### src/rtl/median_pkg.sv
// Shared sample width and sample type for the five-tap median filter.
package median_pkg;
    localparam int DATA_W = 8;
    typedef logic [DATA_W-1:0] sample_t;
endpackage

### src/rtl/median5_filter_cmp_swap.sv
// Unsigned compare-and-swap cell: the smaller value goes to lo, the larger to hi.
module cmp_swap
    import median_pkg::*;
#(
    parameter int W = DATA_W
) (
    input  logic [W-1:0] a,
    input  logic [W-1:0] b,
    output logic [W-1:0] lo,
    output logic [W-1:0] hi
);
    always_comb begin
        lo = a;
        hi = b;
        if (a > b) begin
            lo = b;
            hi = a;
        end
    end
endmodule

### src/rtl/median5_filter.sv
// Five-tap median filter: a 7-comparator network feeding one output register
// that is cleared asynchronously by rst_n.
module median5_filter #(
    parameter int DATA_W = median_pkg::DATA_W
) (
    input  logic              clk,
    input  logic              rst_n,
    input  logic [DATA_W-1:0] distortedInputm4,
    input  logic [DATA_W-1:0] distortedInputm3,
    input  logic [DATA_W-1:0] distortedInputm2,
    input  logic [DATA_W-1:0] distortedInputm1,
    input  logic [DATA_W-1:0] distortedInput,
    output logic [DATA_W-1:0] filteredOutput
);
    logic [DATA_W-1:0] ab_lo, ab_hi, de_lo, de_hi;
    logic [DATA_W-1:0] disc_min, lo4, hi4, disc_max;
    logic [DATA_W-1:0] p_lo, p_hi, t_lo, t_hi, fin_lo, med;
    logic [DATA_W-1:0] filtered_q, filtered_d;

    // a=m4, b=m3, c=m2, d=m1, e=n
    cmp_swap #(.W(DATA_W)) u_ab (.a(distortedInputm4), .b(distortedInputm3), .lo(ab_lo), .hi(ab_hi));
    cmp_swap #(.W(DATA_W)) u_de (.a(distortedInputm1), .b(distortedInput),   .lo(de_lo), .hi(de_hi));

    // The min and max of {a,b,d,e} cannot be the median of five; drop them.
    cmp_swap #(.W(DATA_W)) u_lo (.a(ab_lo), .b(de_lo), .lo(disc_min), .hi(lo4));
    cmp_swap #(.W(DATA_W)) u_hi (.a(ab_hi), .b(de_hi), .lo(hi4), .hi(disc_max));

    // Median of {lo4, hi4, c} = max(min pair, min(max pair, c)).
    cmp_swap #(.W(DATA_W)) u_pr (.a(lo4), .b(hi4), .lo(p_lo), .hi(p_hi));
    cmp_swap #(.W(DATA_W)) u_tc (.a(p_hi), .b(distortedInputm2), .lo(t_lo), .hi(t_hi));
    cmp_swap #(.W(DATA_W)) u_md (.a(p_lo), .b(t_lo), .lo(fin_lo), .hi(med));

    always_comb begin
        filtered_d = med;
    end

    always_ff @(posedge clk or negedge rst_n) begin
        if (!rst_n) begin
            filtered_q <= '0;
        end else begin
            filtered_q <= filtered_d;
        end
    end

    assign filteredOutput = filtered_q;

    // Every discarded value must bracket the chosen median.
    always @(posedge clk) begin
        if (rst_n) begin
            assert (disc_min <= med && fin_lo <= med && med <= t_hi && med <= disc_max);
        end
    end
endmodule

### config.mk
export PLATFORM = sky130hd
export DESIGN_NAME = median5_filter
export DESIGN_NICKNAME = d
export VERILOG_FILES = /design/src/rtl/median_pkg.sv /design/src/rtl/median5_filter_cmp_swap.sv /design/src/rtl/median5_filter.sv
export SDC_FILE = /design/constraint.sdc
export NUM_CORES = 1
export LEC_CHECK = 0
export CELL_PAD_IN_SITES_DETAIL_PLACEMENT = 0
export CELL_PAD_IN_SITES_GLOBAL_PLACEMENT = 1
export CORE_MARGIN = 2
export CORE_UTILIZATION = 35
export CTS_BUF_LIST = sky130_fd_sc_hd__clkbuf_16
export DETAILED_ROUTE_END_ITERATION = 12
export GPL_TIMING_DRIVEN = 0
export PLACE_DENSITY = 0.72
export SYNTH_ARGS = -nofsm -noshare
export SYNTH_HDL_FRONTEND = slang
export SYNTH_SLANG_ARGS = --single-unit
### constraint.sdc
create_clock -name clk -period 0.8 [get_ports clk]
set_input_delay 0.24 -clock clk [delete_from_list [all_inputs] [get_ports clk]]
set_output_delay 0.24 -clock clk [all_outputs]
set_load 0.1 [all_outputs]
==> run summary <==
The run finished, with violations left. The final reports fail on negative setup slack. The number of DRC markers in iteration 0 came out at 233.

The required time of the critical path came out at 920 ps. The prevailing post-synth register cell is dfrtp_1. The critical path is of the input pin to flop type. In this design, the largest share of critical-path delay is due to buffers and inverters. The floorplan step set the die height to 98.2 um. In this run the number of H-tree levels came out at 1. After routing the design area is 5560 um^2. Sorting the synthesized cells by area gives the leading types as ha_1 22%, dfrtp_1 6.4%, a21oi_1 4.8%, inv_1 4.8%, mux2i_1 4.2%.

For this run, design rule violations remaining after detail routing come to 0. The hold violation total from the final report is 0. The share of the yosys chip area belonging to registers came out at 6.45%.

The type of the most critical hold path is input pin to asynchronous set/reset pin. The largest stage delay on the critical path is 380 ps. The share of the clock period used by the worst path after layout came out at 1080%. Together, buffers and inverters on the worst path number 31. Counting every sink on the clock net gives 8.

The post-synthesis net count is 495. The average cell area after synthesis came out at 7.78 um^2. For this run the aggregate overflow at the end of global routing stands at 0. The proportion of synthesized flip-flops having asynchronous set or reset came out at 100%. After synthesis the cells add up to 3100 um^2. Setup repair after global routing could not meet its margin everywhere. The Yosys warning count is 0.

Once layout is complete, the cells apart from fillers number 658. Clock-pin slew was measured on the worst setup and hold paths at 40 ps. The static leakage power is 2.44 nW. Counting I/O delays and the setup requirement, the final critical path takes 8620 ps. The initial antenna violation count is 0. The launching element type of the critical path is an input pin. The smallest setup slack after layout came out at -7820 ps. Clock tree synthesis selected as its root buffer the cell clkbuf_16.

The count of flip-flops with a built-in enable after synthesis came out at 0. From left edge to right edge, the die measures 98.2 um. The largest net degree at the start of global routing is 11. Compared with the post-synthesis result, the final layout area differs by 79.0%. The number of placed I/O pins came out at 50. The largest individual stage delay along the critical path comes from the cell or3_4. The share of the synthesized area in the top cell type is 21.8%.

Dividing the detail-routed wire length by the instance count gives 19.7 um. The number of nets at the end of the flow is 647. The share of the core filled with cells is 64.0%. The worst max-slew margin expressed relative to the limit is 50.4%.

The routability-driven placement congestion ratio is 0.903. In this run, placement finished with an instance count of 556. The layout cell share with drive strength beyond 1 came out at 55.8%.

STA classifies the critical path endpoint as a flop. For this design the ratio of total power to cell area is 5260 nW/um^2. The number of buffers added by the clock tree synthesis step came out at 3. The worst-case clock buffer depth came out at 2. The total track usage came out at 25.8%. Prior to clock tree synthesis, the placed netlist has a worst setup slack of -9900 ps. The count of maximum capacitance violations is 0.

The slew at the pin with the worst max-slew slack is 738 ps. The number of instances in the synthesized netlist came out at 399. The final sum of negative setup slack is -64500 ps. The post-place instance area is 4000 um^2. Across the VDD grid, the largest voltage drop is 4.69 mV. The final total power is 29.2 mW.

The routed via count came out at 3870. The TritonCTS clock tree is yes. The count of distinct cell types in the synthesized netlist came out at 65.

The iteration count of the initial detailed-routing pass came out at 9. The worst-case hold slack came out at 295 ps. STA puts the critical path data arrival time at 8740 ps. The number of inserted diodes came out at 0. The average via count per standard cell is 5.88. The maximum fanout along the worst path came out at 5. The library cell used most frequently in the layout, excluding fill and tap cells, is buf_4. Setup violations remaining at the end of the flow were counted as 16. The count of input and output buffers is 49. The cell seen most often among critical-path stages is buf_4. The top cell types in the final layout, fill and taps aside, are 96 x buf_4, 30 x ha_1, 26 x inv_1. The die covers 9640 um^2. The wire length of the first global-routing pass came out at 20100 um. The max-slew violation total from the final report is 0. The final wirelength came out at 12900 um. After synthesis the netlist holds a flip-flop and latch count of 8. The register with the most flip-flops in the layout has 8 of them.

Row generation in the floorplan step produced 34 rows. The most area-hungry cell type in the Yosys netlist is ha_1. The initial cell density of the core is 35.8%.

Once detail routing completed, the nets flagged for antenna violations numbered 0. The post-detailed-placement half-perimeter wirelength came out at 8800 um. The upper clock frequency limit is 0.116 GHz. The placeable core region is 8680 um^2.

The number of global-route vias before repair came out at 3957.
==> cell families after synthesis <==
group           synth area share (%)
compound gates                  37.3
simple gates                    19.1
buf+inv                         8.30
fa+ha+maj                       21.8
mux                             7.09
flops                           6.45
==> power by group <==
part | leakage, nW | internal (mW) | switching [mW] | total (mW)
registers | 0.0908 | 0.816 | 0.190 | 1.01
logic | 2.30 | 13.5 | 13.8 | 27.3
clock network | 0.0423 | 0.653 | 0.219 | 0.872
==> repair_timing <==
action | in CTS | in global routing
gates cloned | 2 | 0
pin swaps | 61 | 57
endpoints found under the setup margin | 16 | 16
hold buffers | 0 | 0
endpoints found under the hold margin | 0 | 0
buffers inserted | 82 | 19
resized for setup | 260 | 78
==> final cells by class <==
type	count	area [um^2]
fillers	709	3120
clock buffers	3	75.1
multi-input cells	334	3510
flip-flops and latches	8	219
repair buffers	149	1260
clock inverters	1	3.75
plain buffers	15	203
well taps	108	135
inverters	40	156
==> synth_stat cells (3+ instances only) <==
cell type,number
nand2_1,18
buf_6,4
nand4_1,10
a21o_1,16
ha_1,54
and3_1,5
a22o_1,3
dfrtp_1,8
nor2b_1,10
o31ai_1,4
mux2i_1,13
nor2_1,21
and2_1,3
o31a_1,3
a32oi_1,4
a211oi_2,4
o21ai_0,19
o21ai_1,4
o211ai_1,6
nor3_1,11
nand3_1,10
a222oi_1,6
a21oi_2,3
clkbuf_1,8
inv_1,40
a221oi_2,8
o21a_1,10
nand3b_1,4
a21oi_1,30
mux2_2,8
o22ai_1,6
or3_1,4
o2bb2ai_1,3
==> routing by layer <==
| metal | vias up | global-route usage, % | wire [um] |
|---|---|---|---|
| met5 | - | 0 | 0 |
| met4 | 0 | 8.54 | 398 |
| met3 | 33 | 2.15 | 600 |
| met2 | 137 | 44.5 | 6440 |
| met1 | 1858 | 34.0 | 5510 |
| li1 | 1842 | - | - |
==> worst max path at each step <==
stage | start | end | slack, ps | cells after the start
after floorplan | distortedInput[5] | filteredOutput[3]$_DFF_PN0_ | -7740 | 51
after global routing | distortedInputm3[6] | filteredOutput[7]$_DFF_PN0_ | -8120 | 47
after CTS | distortedInput[5] | filteredOutput[4]$_DFF_PN0_ | -7920 | 51
after detailed placement | distortedInput[5] | filteredOutput[7]$_DFF_PN0_ | -9900 | 44
final | distortedInputm4[2] | filteredOutput[1]$_DFF_PN0_ | -7820 | 55
after global placement | distortedInput[5] | filteredOutput[7]$_DFF_PN0_ | -9970 | 46
(Power assumes the default switching activity.)
